File: config.mk
export PLATFORM = sky130hd
export DESIGN_NAME = engine_ctrl_multi
export DESIGN_NICKNAME = d
export VERILOG_FILES = /design/src/rtl/engine_ctrl_multi.sv
export SDC_FILE = /design/constraint.sdc
export NUM_CORES = 1
export LEC_CHECK = 0
export ABC_CLOCK_PERIOD_IN_PS = 5900
export CAP_MARGIN = 20
export CORE_MARGIN = 3
export CORE_UTILIZATION = 63
export DETAILED_ROUTE_END_ITERATION = 8
export GPL_TIMING_DRIVEN = 1
export PLACE_DENSITY = 0.95
export RECOVER_POWER = 25
export SLEW_MARGIN = 30
export SYNTH_ARGS = -nofsm -noshare
export SYNTH_HDL_FRONTEND = slang
export SYNTH_SLANG_ARGS = --single-unit
File: constraint.sdc
create_clock -name clock -period 5.9 [get_ports clock]
set_input_delay 1.18 -clock clock [delete_from_list [all_inputs] [get_ports clock]]
set_output_delay 1.18 -clock clock [all_outputs]
set_load 0.05 [all_outputs]
File: src/rtl/engine_ctrl_multi.sv
// Multi-channel engine controller: debounce, sense timeout, latched fault, MAX_ACTIVE arbitration.
// Optional run-time limit enabled by defining ENGINE_RUN_LIMIT_EN.
module engine_ctrl_multi #(
  parameter int CHANNELS      = 4,
  parameter int DEBOUNCE      = 3,
  parameter int SENSE_TIMEOUT = 8,
  parameter int MAX_ACTIVE    = 2,
  parameter int RUN_LIMIT     = 64
) (
  input  logic                              clock,
  input  logic                              reset,
  input  logic [CHANNELS-1:0]               button,
  input  logic [CHANNELS-1:0]               sense,
  output logic [CHANNELS-1:0]               enable,
  output logic [CHANNELS-1:0]               motor,
  output logic [CHANNELS-1:0]               fault,
  output logic [$clog2(CHANNELS+1)-1:0]     active_count
);

  typedef enum logic [1:0] {
    S_IDLE,
    S_ARMED,
    S_RUN,
    S_FAULT
  } state_t;

  localparam int CW = $clog2(CHANNELS+1);
  localparam int DW = $clog2(DEBOUNCE+1);
  localparam int TW = (SENSE_TIMEOUT > 1) ? $clog2(SENSE_TIMEOUT) : 1;

  logic [CHANNELS-1:0] btn_f;
  logic [CHANNELS-1:0] sns_f;
  logic [CHANNELS-1:0] grant;
  logic [DW-1:0]       bcnt [CHANNELS];
  logic [DW-1:0]       scnt [CHANNELS];
  state_t              st_q [CHANNELS];
  state_t              st_d [CHANNELS];
  logic [TW-1:0]       tm_q [CHANNELS];
  logic [TW-1:0]       tm_d [CHANNELS];
  logic [CW-1:0]       nrun;
  logic [CW-1:0]       gcnt;

`ifdef ENGINE_RUN_LIMIT_EN
  localparam int RW = (RUN_LIMIT > 1) ? $clog2(RUN_LIMIT) : 1;
  logic [RW-1:0]       rt_q [CHANNELS];
  logic [RW-1:0]       rt_d [CHANNELS];
`else
  if (RUN_LIMIT < 1) begin : g_unused_limit
  end
`endif

  always_ff @(posedge clock) begin
    if (!reset) begin
      btn_f <= '0;
      sns_f <= '0;
      for (int i = 0; i < CHANNELS; i++) begin
        bcnt[i] <= '0;
        scnt[i] <= '0;
      end
    end else begin
      for (int i = 0; i < CHANNELS; i++) begin
        if (button[i] == btn_f[i]) begin
          bcnt[i] <= '0;
        end else if (bcnt[i] == DW'(DEBOUNCE-1)) begin
          btn_f[i] <= button[i];
          bcnt[i]  <= '0;
        end else begin
          bcnt[i] <= bcnt[i] + DW'(1);
        end
        if (sense[i] == sns_f[i]) begin
          scnt[i] <= '0;
        end else if (scnt[i] == DW'(DEBOUNCE-1)) begin
          sns_f[i] <= sense[i];
          scnt[i]  <= '0;
        end else begin
          scnt[i] <= scnt[i] + DW'(1);
        end
      end
    end
  end

  // Slots freed this cycle only count next cycle: grants use current state
  always_comb begin
    nrun  = '0;
    grant = '0;
    for (int i = 0; i < CHANNELS; i++)
      if (st_q[i] == S_RUN) nrun = nrun + CW'(1);
    gcnt = nrun;
    for (int i = 0; i < CHANNELS; i++) begin
      if (st_q[i] == S_ARMED && btn_f[i] && sns_f[i] &&
          gcnt < CW'(MAX_ACTIVE)) begin
        grant[i] = 1'b1;
        gcnt     = gcnt + CW'(1);
      end
    end
  end

  always_comb begin
    for (int i = 0; i < CHANNELS; i++) begin
      st_d[i] = st_q[i];
      tm_d[i] = tm_q[i];
`ifdef ENGINE_RUN_LIMIT_EN
      rt_d[i] = rt_q[i];
`endif
      unique case (st_q[i])
        S_IDLE: begin
          if (btn_f[i]) begin
            st_d[i] = S_ARMED;
            tm_d[i] = '0;
          end
        end
        S_ARMED: begin
          if (!btn_f[i]) begin
            st_d[i] = S_IDLE;
          end else if (sns_f[i] && grant[i]) begin
            st_d[i] = S_RUN;
`ifdef ENGINE_RUN_LIMIT_EN
            rt_d[i] = '0;
`endif
          end else if (!sns_f[i]) begin
            if (tm_q[i] == TW'(SENSE_TIMEOUT-1)) st_d[i] = S_FAULT;
            else tm_d[i] = tm_q[i] + TW'(1);
          end
        end
        S_RUN: begin
          if (!btn_f[i]) begin
            st_d[i] = S_IDLE;
          end else if (!sns_f[i]) begin
            st_d[i] = S_FAULT;
`ifdef ENGINE_RUN_LIMIT_EN
          end else if (rt_q[i] == RW'(RUN_LIMIT-1)) begin
            st_d[i] = S_FAULT;
          end else begin
            rt_d[i] = rt_q[i] + RW'(1);
`endif
          end
        end
        S_FAULT: begin
          if (!btn_f[i] && !sns_f[i]) st_d[i] = S_IDLE;
        end
        default: st_d[i] = S_IDLE;
      endcase
    end
  end

  always_ff @(posedge clock) begin
    for (int i = 0; i < CHANNELS; i++) begin
      if (!reset) begin
        st_q[i] <= S_IDLE;
        tm_q[i] <= '0;
`ifdef ENGINE_RUN_LIMIT_EN
        rt_q[i] <= '0;
`endif
      end else begin
        st_q[i] <= st_d[i];
        tm_q[i] <= tm_d[i];
`ifdef ENGINE_RUN_LIMIT_EN
        rt_q[i] <= rt_d[i];
`endif
      end
    end
  end

  always_comb begin
    enable = '0;
    motor  = '0;
    fault  = '0;
    for (int i = 0; i < CHANNELS; i++) begin
      enable[i] = (st_q[i] == S_ARMED) || (st_q[i] == S_RUN);
      motor[i]  = (st_q[i] == S_RUN);
      fault[i]  = (st_q[i] == S_FAULT);
    end
  end

  assign active_count = nrun;

endmodule

==> impl_metrics.toml, run 1 <==
[status]
status = "finished with violations"
violations = "capacitance limit, slew limit"

[placed_design]
placed_area_mm2 = 0.00343
io_buffer_count = 24
gp_congestion = 0.866
dpl.cell_count = 422
dp_hpwl_mm = 4.48
dp_slack_ns = 1.94

[setup_path]
cp_top_family = "buffers and inverters"
worstPathBufferInverterCount = 3
cp-start-kind = "flip-flop"
reg2reg_depth = 16
cp.required_ns = 4.72
crit_chain = "inv_1 > ha_1 > inv_1 > ha_1 > nand2b_1 > a2111oi_0 > a311o_1 > clkdlybuf4s50_1"
crit_path_top_delay_cell = "clkdlybuf4s50_1"
worstPathArrival_ns = 3.13
worstSetupPathType = "reg -> out"
cpPeakStageDelay_ns = 0.80
crit_cells = 8
cp_max_fo = 10
critPathCaptureType = "output pin"

[floorplan]
die_w_um = 76.3
die_area_mm2 = 0.00582
die_h_um = 76.3
core-area_mm2 = 0.00456
start_util_pct = 68.1
rows = 24
ios = 25

[yosys]
synth_cells = 331
synth_area_per_cell_um2 = 9.40
yosysSeqAreaShare_pct = 33.5
ys_warn_count = 0
synth_top_cell_by_area = "dfxtp_1"
netlist_top_cells_area = "dfxtp_1, ha_1, edfxtp_1, mux2i_1, nor2b_1"
synth_cell_types = 60
netlist_area_mm2 = 0.00311
synth_top_area_share_pct = 18.0
synth_edf_count = 16
synth_common_cells = "ha_1, dfxtp_1, nand2_1, nor2_1, inv_1"
synth_ff_type = "dfxtp_1"
synthArstFlopShare_pct = 0
ys_ff_latch = 44
yosysMostFrequentCell = "ha_1"

[clock_tree]
clock-sinks = 44
cts_max_path_buffers = 2
clockRootBuffer = "clkbuf_8"
cts_buffers = 5
clock_latency_ns = 0.31
cts_hold_buf = 0
path_clk_slew_ns = 0.10
cts_max_level = 2
cts_tree = "built"
postCtsSetupBuffers = 0
cts_resized = 0

[routing]
vias = 2493
ant_nets = 0
drt_first_pass_iters = 4
drt_iter0_markers = 187
routed_wl_mm = 5.96
drc = 0
routedWlPerCell_um = 13.9
post_drt_via_cell_ratio = 5.80

[sta]
slew_violations = 41
setup_viol_count_final = 0
hold_viol = 0
tightest_slew_ns = 1.52
fin_crit_sh_pct = 73.1
timing.fmax_mhz = 232
setup_ws_ns = 1.59
setup-tns-final_ns = 0
finClkSkew_ns = 0.0142
relSlewSlack_pct = -1.57
min_period_ns = 4.31
grt_setup_unrepaired = "no"

[hold_path]
hold_class = "reg -> reg"
hold_depth = 2

[finish]
layout-drive-gt1-share_pct = 4.66
multi_input_area_mm2 = 0.00198
area_growth_pct = 13.9
diodes = 0
nNetsFinal = 416
design_area_mm2 = 0.00354
nFillCells = 327
ff_latch_area_mm2 = 0.00104
final_cells = 430

[grt]
grt_pass1_wl_mm = 10.3
overflow = 0
grt_use_met2_pct = 38.1
grt_use_met1_pct = 23.6
grtUsageMet3_pct = 4.37
grt_pass1_vias = 2424
track_usage_pct = 20.9
busiest_layer = "met2"
grt_max_degree = 41
antenna_found_initial = 0

[pwr]
p_per_area_mw_per_mm2 = 217
leakagePower_nw = 1.49
peakVddDrop_mv = 0.165

[run]
maxCapViolCount = 1
metal layers:
layer	wire (um)	up-vias
met5	0	-
met4	86	0
met3	235	12
met2	3100	53
met1	2540	1185
li1	-	1243
cells in the final DEF, fill, tap and decap left out, drive strengths merged, types with 3 or more instances in the layout:
cell           instances
nor3b                  3
a21oi                 10
nor2                  25
a21o                   4
nand3b                 9
dfxtp                 28
o21ai                 14
xor2                   9
a21boi                 9
a22oi                  3
and2                   5
ha                    42
clkdlybuf4s50         23
edfxtp                16
nor2b                 16
nand2b                 5
clkbuf                 6
conb                  16
inv                   22
mux2i                 12
nand4                  7
nand2                 25
nand3                  6
o2111ai                4
worst reg2reg max path: stages, from the launching register on:
cell and delay, ns:
dfxtp_1 0.35, inv_1 0.13, ha_1 0.29, inv_1 0.09, ha_1 0.40, nand2b_1 0.21
o311ai_2 0.38, nor2_1 0.12, nor2_1 0.16, xor2_1 0.19, ha_1 0.28, a21o_1 0.17
ha_1 0.28, nor2_1 0.13, o21ai_0 0.11, o21ba_1 0.20, o221a_1 0.20
sequential cells by signal, summed over array words and instances, names as in the netlist:
register and count:
st_q 8, scnt 8, tm_q 12, sns_f 4
bcnt 8, btn_f 4
kinds of logic (layout without fill, tap and decap cells):
| family | Yosys count | count (layout) | synth area share, % |
|---|---|---|---|
| other | 1 | 16 | 0.121 |
| adder cells (fa/ha/maj) | 42 | 42 | 16.9 |
| flip-flops | 44 | 44 | 33.5 |
| AO/OA/AOI/OAI | 70 | 70 | 17.3 |
| XOR/XNOR | 12 | 12 | 3.90 |
| AND/OR/NAND/NOR | 113 | 113 | 19.1 |
| multiplexers | 14 | 14 | 4.59 |
| buffers and inverters | 35 | 54 | 4.63 |
cell type report:
type | count | area share (%)
tap | 65 | 2.30
clock buffer | 5 | 1.94
sequential | 44 | 29.4
multi-input combinational | 267 | 56.0
timing repair buffer | 25 | 6.89
clock inverter | 3 | 1.31
inverter | 21 | 2.23
per-stage QoR:
stage	power, W	utilization (%)	hold slack [ns]
finish	0.000768	77.6	0.478
global route	0.000809	77.6	0.502
CTS	0.000773	77.7	0.474
detailed placement	0.000534	75.2	0.461
global placement	0.000528	75.2	0.455
floorplan	0.000491	-	0.445
worst paths after layout:
kind,from,endpoint,slack [ns]
setup / recovery,st_q[0][0],active_count[2],1.59
hold / removal,tm_q[0][1],tm_q[0][1],0.48
setup reg to reg,st_q[0][0],st_q[3][0],2.09
hold reg to reg,tm_q[0][1],tm_q[0][1],0.48
report_power, final:
part	switching, W	internal [W]	leakage (nW)	total (W)
logic	0.000104	0.0000729	1.04	0.000177
registers	0.0000184	0.000333	0.392	0.000352
clock network	0.000112	0.000128	0.0548	0.000240
(Power assumes the default switching activity.)
==> run 2, diff against run 1 <==
ABC_CLOCK_PERIOD_IN_PS = 4350   (was 5900)
CORE_UTILIZATION = 59   (was 63)
PLACE_DENSITY = 0.92   (was 0.95)
clock period = 4.35 ns   (was 5.9 ns; I/O delays follow)
==> impl_metrics.toml, run 2 (synthesis gave the netlist of run 1 again) <==
[placed_design]
dp_slack_ns = 0.723
io_buffer_count = 24
dp_hpwl_mm = 4.46
dpl.cell_count = 424
gp_congestion = 0.877

[grt]
grt_max_degree = 39
grt_pass1_vias = 2376
antenna_found_initial = 0
overflow = 0
grt_pass1_wl_mm = 10.0
track_usage_pct = 19.8

[setup_path]
cp-start-kind = "flip-flop"
worstPathArrival_ns = 3.07
reg2reg_depth = 16
cp.required_ns = 3.48
cp_max_fo = 10
critPathCaptureType = "output pin"
worstSetupPathType = "reg -> out"

[hold_path]
hold_depth = 2
hold_class = "reg -> reg"

[clock_tree]
cts_resized = 0
clock_latency_ns = 0.29
clockRootBuffer = "clkbuf_8"
cts_hold_buf = 0
postCtsSetupBuffers = 0
cts_buffers = 5
cts_max_level = 2
path_clk_slew_ns = 0.07
cts_max_path_buffers = 2
cts_tree = "built"
clock-sinks = 44

[routing]
drc = 0
vias = 2449
drt_iter0_markers = 156
post_drt_via_cell_ratio = 5.67
drt_first_pass_iters = 4
routed_wl_mm = 5.82
ant_nets = 0
routedWlPerCell_um = 13.5

[finish]
regMostFlops = "tm_q"
final_cells = 432
largest_reg_flops = 12
area_growth_pct = 13.1
layout-drive-gt1-share_pct = 4.38
multi_input_area_mm2 = 0.00198
nFillCells = 410
final_cell_mix = "ha_1, dfxtp_1, nand2_1, nor2_1, clkdlybuf4s50_1"
ff_latch_area_mm2 = 0.00104
final_common_cell = "ha_1"
diodes = 0
nNetsFinal = 416

[sta]
finalHoldWorstSlack_ns = 0.473
tightest_slew_ns = 1.45
setup_ws_ns = 0.409
grt_setup_unrepaired = "no"
finClkSkew_ns = 0.00435
setup_viol_count_final = 0
setup-tns-final_ns = 0
relSlewSlack_pct = 3.35
fin_crit_sh_pct = 90.6
slew_violations = 0
hold_viol = 0
min_period_ns = 3.94
timing.fmax_mhz = 254

[floorplan]
start_util_pct = 63.3
core-area_mm2 = 0.00491
die_w_um = 78.6
rows = 25
ios = 25
die_area_mm2 = 0.00618
die_h_um = 78.6

[pwr]
p_per_area_mw_per_mm2 = 278
peakVddDrop_mv = 0.237
leakagePower_nw = 1.48

[run]
maxCapViolCount = 0

[status]
status = "complete, no violations"
==> run 2: cell types whose count changed in the layout (fill, tap and decap cells not counted) <==
| cell | delta |
|---|---|
| clkinv_1 | +1 |
| clkbuf_1 | +1 |
| clkbuf_8 | +1 |
| buf_4 | +1 |
| dlygate4sd3_1 | -1 |
| inv_6 | -1 |
| bufinv_16 | -1 |
| clkinvlp_4 | -1 |
==> run 2: power breakdown <==
group | switching [W] | leakage (nW) | internal [W] | total (W)
registers | 0.0000247 | 0.392 | 0.000452 | 0.000477
logic | 0.000142 | 1.04 | 0.0000987 | 0.000241
clock network | 0.000134 | 0.0459 | 0.000127 | 0.000261
total | 0.000301 | 1.48 | 0.000678 | 0.000978
==> run 2: worst paths after layout <==
path	start	to	slack (ns)
min reg2reg	tm_q[0][1]	tm_q[0][1]	0.47
max	st_q[0][0]	active_count[2]	0.41
min	tm_q[0][1]	tm_q[0][1]	0.47
max reg2reg	st_q[0][0]	st_q[3][0]	0.68
==> run 2: critical path, stage by stage (launching register included) <==
cell             delay [ns]
dfxtp_1                0.34
inv_1                  0.13
ha_1                   0.27
inv_1                  0.08
ha_1                   0.44
nand2b_1               0.15
a2111oi_0              0.35
a311o_1                0.20
clkdlybuf4s50_1        0.81
==> run 2: per-layer routing <==
layer	wire length, um	global-route usage, %	vias up
li1	-	-	1253
met1	2460	21.5	1152
met2	3100	38.1	37
met3	198	3.90	7
met4	63	5.94	0
met5	0	0	-
==> run 2: area by class of cell <==
class / count / share of cell area (%)
tap: 67 / 2.38
sequential: 44 / 29.6
clock inverter: 1 / 0.107
multi-input combinational: 267 / 56.4
inverter: 21 / 2.24
timing repair buffer: 25 / 6.87
clock buffer: 7 / 2.45
==> run 2: per-stage QoR <==
step / power, W / utilization, % / instance area [um2]
final: 0.000978 / 71.6 / 3520
after global routing: 0.00103 / 71.6 / 3520
after CTS: 0.000985 / 71.6 / 3520
after detailed placement: 0.000726 / 69.8 / 3430
after global placement: 0.000715 / 69.9 / 3430
after floorplan: 0.000667 / - / 3170
